**config.mk**
```make
export PLATFORM = sky130hd
export DESIGN_NAME = muldiv_unit
export DESIGN_NICKNAME = d
export VERILOG_FILES = /design/src/rtl/muldiv_unit.sv
export SDC_FILE = /design/constraint.sdc
export NUM_CORES = 1
export LEC_CHECK = 0
export CAP_MARGIN = 5
export CORE_MARGIN = 3
export CORE_UTILIZATION = 42
export DETAILED_ROUTE_END_ITERATION = 8
export PLACE_DENSITY = 0.71
export SYNTH_ARGS = -nofsm -noshare
export SYNTH_HDL_FRONTEND = slang
export SYNTH_SLANG_ARGS = --single-unit
```
**constraint.sdc**
```tcl
create_clock -name clk -period 13.4 [get_ports clk]
set_clock_uncertainty 0.15 [all_clocks]
set_input_delay 2.01 -clock clk [delete_from_list [all_inputs] [get_ports clk]]
set_output_delay 2.01 -clock clk [all_outputs]
set_load 0.02 [all_outputs]
```
**src/rtl/muldiv_unit.sv**
```systemverilog
// Iterative 32-step multiply/divide unit owning the HI/LO register pair.
// One 34-bit adder is shared by the shift-add multiplier and the restoring divider.
module muldiv_unit #(
    parameter int Width = 32
) (
    input  logic             clk,
    input  logic             rst,
    input  logic             start,
    input  logic [1:0]       op,
    input  logic [Width-1:0] a,
    input  logic [Width-1:0] b,
    input  logic             mthi,
    input  logic             mtlo,
    input  logic [Width-1:0] wdata,
    output logic             busy,
    output logic             done,
    output logic [Width-1:0] hi,
    output logic [Width-1:0] lo
);

    typedef enum logic [2:0] {
        S_IDLE = 3'd0,
        S_PREP = 3'd1,
        S_CALC = 3'd2,
        S_FIX  = 3'd3,
        S_DONE = 3'd4
    } state_t;

    state_t      r_state;
    logic [4:0]  r_cnt;
    logic [1:0]  r_op;
    logic        r_neg_q;
    logic        r_neg_r;
    logic        r_div0;
    logic [31:0] r_acc;
    logic [31:0] r_shf;
    logic [31:0] r_opnd;
    logic [31:0] r_hi;
    logic [31:0] r_lo;
    logic        r_busy;
    logic        r_done;

    logic        w_is_div;
    logic [32:0] w_rem_shift;
    logic [33:0] w_add_a;
    logic [33:0] w_add_b;
    logic [33:0] w_sum;
    logic [32:0] w_mul_sum;
    logic [31:0] w_acc_nxt;
    logic [31:0] w_shf_nxt;
    logic [63:0] w_prod_fix;
    logic [31:0] w_hi_fix;
    logic [31:0] w_lo_fix;

    function automatic logic [31:0] neg32(input logic [31:0] v);
        return (~v) + 32'd1;
    endfunction

    function automatic logic [63:0] neg64(input logic [63:0] v);
        return (~v) + 64'd1;
    endfunction

    // One iteration step: add for multiply, trial subtract for divide.
    always_comb begin
        w_is_div    = r_op[1];
        w_rem_shift = {r_acc, r_shf[31]};
        if (w_is_div) begin
            w_add_a = {1'b0, w_rem_shift};
            w_add_b = ~{2'b00, r_opnd};
        end else begin
            w_add_a = {2'b00, r_acc};
            w_add_b = {2'b00, r_opnd};
        end
        w_sum     = w_add_a + w_add_b + {33'd0, w_is_div};
        w_mul_sum = {1'b0, r_acc};
        w_acc_nxt = r_acc;
        w_shf_nxt = r_shf;
        if (w_is_div) begin
            // bit 33 clear means the trial difference is non-negative
            if (!w_sum[33]) begin
                w_acc_nxt = w_sum[31:0];
                w_shf_nxt = {r_shf[30:0], 1'b1};
            end else begin
                w_acc_nxt = w_rem_shift[31:0];
                w_shf_nxt = {r_shf[30:0], 1'b0};
            end
        end else begin
            if (r_shf[0]) begin
                w_mul_sum = w_sum[32:0];
            end else begin
                w_mul_sum = {1'b0, r_acc};
            end
            w_acc_nxt = w_mul_sum[32:1];
            w_shf_nxt = {w_mul_sum[0], r_shf[31:1]};
        end
    end

    // Sign post-correction of the finished magnitude result.
    always_comb begin
        w_prod_fix = {r_acc, r_shf};
        w_hi_fix   = r_acc;
        w_lo_fix   = r_shf;
        if (r_op[1]) begin
            if (r_div0) begin
                w_lo_fix = 32'hFFFF_FFFF;
            end else if (r_neg_q) begin
                w_lo_fix = neg32(r_shf);
            end else begin
                w_lo_fix = r_shf;
            end
            if (r_neg_r) begin
                w_hi_fix = neg32(r_acc);
            end else begin
                w_hi_fix = r_acc;
            end
        end else begin
            if (r_neg_q) begin
                w_prod_fix = neg64({r_acc, r_shf});
            end else begin
                w_prod_fix = {r_acc, r_shf};
            end
            w_hi_fix = w_prod_fix[63:32];
            w_lo_fix = w_prod_fix[31:0];
        end
    end

    // Sequencer, datapath registers and architectural HI/LO.
    always_ff @(posedge clk) begin
        if (!rst) begin
            r_state <= S_IDLE;
            r_cnt   <= 5'd0;
            r_op    <= 2'b00;
            r_neg_q <= 1'b0;
            r_neg_r <= 1'b0;
            r_div0  <= 1'b0;
            r_acc   <= 32'd0;
            r_shf   <= 32'd0;
            r_opnd  <= 32'd0;
            r_hi    <= 32'd0;
            r_lo    <= 32'd0;
            r_busy  <= 1'b0;
            r_done  <= 1'b0;
        end else begin
            case (r_state)
                S_IDLE, S_DONE: begin
                    r_done <= 1'b0;
                    if (start) begin
                        r_state <= S_PREP;
                        r_op    <= op;
                        r_shf   <= a;
                        r_opnd  <= b;
                        r_busy  <= 1'b1;
                    end else begin
                        r_state <= S_IDLE;
                        r_busy  <= 1'b0;
                        if (mthi) begin
                            r_hi <= wdata;
                        end
                        if (mtlo) begin
                            r_lo <= wdata;
                        end
                    end
                end
                S_PREP: begin
                    r_neg_q <= r_op[0] & (r_shf[31] ^ r_opnd[31]);
                    r_neg_r <= r_op[0] & r_shf[31];
                    r_div0  <= (r_opnd == 32'd0);
                    if (r_op[0] && r_shf[31]) begin
                        r_shf <= neg32(r_shf);
                    end
                    if (r_op[0] && r_opnd[31]) begin
                        r_opnd <= neg32(r_opnd);
                    end
                    r_acc   <= 32'd0;
                    r_cnt   <= 5'd0;
                    r_state <= S_CALC;
                    r_busy  <= 1'b1;
                    r_done  <= 1'b0;
                end
                S_CALC: begin
                    r_acc  <= w_acc_nxt;
                    r_shf  <= w_shf_nxt;
                    r_cnt  <= r_cnt + 5'd1;
                    r_busy <= 1'b1;
                    r_done <= 1'b0;
                    if (r_cnt == 5'd31) begin
                        r_state <= S_FIX;
                    end else begin
                        r_state <= S_CALC;
                    end
                end
                S_FIX: begin
                    r_hi    <= w_hi_fix;
                    r_lo    <= w_lo_fix;
                    r_state <= S_DONE;
                    r_busy  <= 1'b0;
                    r_done  <= 1'b1;
                end
                default: begin
                    r_state <= S_IDLE;
                    r_busy  <= 1'b0;
                    r_done  <= 1'b0;
                end
            endcase
        end
    end

    assign busy = r_busy;
    assign done = r_done;
    assign hi   = r_hi;
    assign lo   = r_lo;

endmodule

```
==> flow_summary.json <==
{
  "outcome": "complete, no violations",
  "clkSinkCount": 175,
  "finalCriticalPeriod_ps": 5630,
  "drive_gt1_share_pct": 7.04,
  "clk_path_buf_depth": 2,
  "whs_path_depth": 2,
  "p_sw_mw": 0.654,
  "finalSetupViolations": 0,
  "final_util_pct": 50.5,
  "critPathTopFamily": "compound AO/OA/AOI/OAI gates",
  "start_kind": "register",
  "final_antenna_net_count": 0,
  "drc": 0,
  "clock_tree.root_cell": "clkbuf_16",
  "drt_pre_antenna_iters": 5,
  "die_x_um": 187,
  "design_area_sq_um": 16200,
  "ys.warnings.count": 0,
  "timing.fmax_mhz": 178,
  "critPathRequiredTime_ps": 13640,
  "overflow": 0,
  "antenna_found_initial": 0,
  "via_count": 14200,
  "clk_latency_ps": 450,
  "finalWeightedCongestion": 0.978,
  "final_cell_mix": "nand2_1, o21ai_0, dfxtp_1, clkdlybuf4s50_1, nor2_1",
  "worstPathArrival_ps": 5870,
  "sequentialPowerShare_pct": 36.7,
  "power.density_nw_per_um2": 105,
  "cpMostUsedCell": "buf_4",
  "dp_hpwl_um": 34700,
  "place_area_sq_um": 15600,
  "hold_path.class": "reg2reg",
  "syn_nets": 1986,
  "cp.depth": 13,
  "cp_slowest_cell": "o31a_1",
  "worstHoldStart": "lo[28]",
  "ctsResizeCount": 0,
  "internal_power_mw": 1.05,
  "drt_iter0_drc": 1680,
  "drt_wl_total_um": 47100,
  "finalCritPeriodShare_pct": 42.0,
  "grt_max_degree": 80,
  "yosys_register_bits": 175,
  "p_leak_nw": 6.24,
  "cts_buffers": 17,
  "drv_slew": 0,
  "die_h_um": 187,
  "switching_share_pct": 38.3,
  "cts_tree": "yes",
  "grt_pass1_wl_um": 73900,
  "yosys_most_used_dff": "dfxtp_1",
  "cts_hold_buf": 0,
  "place_ws_ps": 7910,
  "postCtsSetupBuffers": 0,
  "slew_headroom_pct": 38.3,
  "fin_setup_tns_ps": 0,
  "startpoint": "r_op[1]",
  "die-area_sq_um": 35200,
  "hold_viol_final": 0,
  "synthCells": 1846,
  "grt_setup_unrepaired": "false",
  "vias_per_cell": 6.10,
  "p_clk_share_pct": 30.9,
  "async_flop_share_pct": 0,
  "worst_slack_ps": 7770,
  "fp.coreArea_sq_um": 32000,
  "worst_pin_slew_ps": 926,
  "synth_cell_types": 83,
  "synth_edf_count": 0,
  "maxCapViolations": 0,
  "cp_slowest_stage_delay_ps": 790,
  "wl_per_cell_um": 20.3,
  "row_count": 65,
  "p_comb_share_pct": 32.3,
  "diodes": 0,
  "first_global_vias": 13000,
  "cp-end-kind": "register",
  "initial_core_util_pct": 43.2,
  "ys_seq_area_share_pct": 25.3,
  "nets": 2016,
  "clk_pin_slew_ps": 70,
  "cts.htree.levels": 4,
  "syn_avg_cell_area_sq_um": 7.49,
  "synth.cell_area_sq_um": 13800,
  "crit_type": "reg2reg",
  "cp_num_buf_inv": 2,
  "ios": 169,
  "final_common_cell": "nand2_1",
  "ir_worst_vdd_uv": 107,
  "r2r_start": "r_op[1]",
  "track_usage_pct": 25.7,
  "port_buffers": 168,
  "critPathMaxFanout": 48,
  "r2r.worst_path.cells": 13,
  "area_growth_pct": 16.9,
  "cp_cell_sequence": "buf_4 -> buf_4 -> xor2_1 -> ha_1 -> nand3_1 -> nor4_1 -> o21ai_0 -> a31oi_1 -> o31a_1 -> nor2_1 -> a221o_1 -> a21oi_1 -> a21o_1"
}
[cell usage after synthesis, types with 13 or more instances]
cell,number,share of area [%]
o21ai_0,174,6.3
o31ai_1,15,0.81
buf_1,13,0.35
a31oi_1,15,0.68
a21o_1,19,1.0
nand3_1,31,1.1
a22oi_1,36,2.0
nor3_1,47,1.7
and2_1,30,1.4
ha_1,36,3.3
a221o_1,20,1.4
xnor2_1,51,3.2
nor2_1,150,4.1
or3_1,28,1.3
nand2_1,192,5.2
mux2i_1,57,4.1
o221ai_1,35,2.2
dfxtp_1,175,25
o22ai_1,17,0.77
a21oi_1,119,4.3
o211a_1,14,1.0
a21boi_0,38,2.1
xor2_1,68,4.3
mux2_2,42,3.4
clkbuf_1,151,4.1
nor2b_1,44,2.0
inv_1,26,0.71
a211oi_1,20,1.1
[stage by stage]
step | hold slack (ps) | std cells | power, mW
2_1_floorplan | 323 | 1846 | 0.998
3_3_place_gp | 298 | 2292 | 1.17
3_5_place_dp | 307 | 2292 | 1.18
4_1_cts | 318 | 2324 | 1.70
5_1_grt | 332 | 2324 | 1.79
6_report | 317 | 2324 | 1.71
[worst paths after layout]
kind,endpoint,slack [ps]
worst min register to register,lo[28],320
worst min-delay path,lo[28],320
worst max-delay path,r_acc[1],7770
worst max register to register,r_acc[1],7770
[logic make-up after synthesis]
family                     Yosys count  share of synthesized area [%]
and+or+nand+nor                    615                           22.1
AOI/OAI and AO/OA                  598                           28.4
buffers and inverters              203                           5.71
DFF                                175                           25.3
xor gates and xnor gates           119                           7.53
muxes                               99                           7.54
adders and majority gates           37                           3.40
[registers in the layout (all words and copies together), names as in the netlist]
signal,cells
busy,1
done,1
hi,32
lo,32
r_acc,32
r_cnt,5
r_div0,1
r_neg_q,1
r_neg_r,1
r_op,2
r_opnd,32
r_shf,32
r_state,3
[metal layers]
metal	global-route usage [%]	share of wire, %
met5	0	0
met2	40.2	45
met1	36.4	45
met3	4.46	8.3
met4	7.53	2.6
[power by group through the flow]
stage          clock [mW]  sequential (mW)  combinational, mW
3_5_place_dp            0            0.636              0.542
4_1_cts             0.532            0.624              0.544
2_1_floorplan           0            0.613              0.385
6_report            0.528            0.626              0.551
5_1_grt             0.551            0.633              0.603
3_3_place_gp            0            0.635              0.533
[cell type report]
type | count | area (sq um)
Clock inverter | 15 | 189
Fill cell | 3139 | 15900
Clock buffer | 17 | 425
Inverter | 27 | 101
Multi-Input combinational cell | 1468 | 9580
Sequential cell | 175 | 3510
Timing Repair Buffer | 187 | 1820
Tap cell | 435 | 544
[tightest hold or removal path: stages (launching register included)]
cell     delay, ps
dfxtp_1        320
nand3_1         60
nand2_1         50
Power figures use the tool's default switching activity.
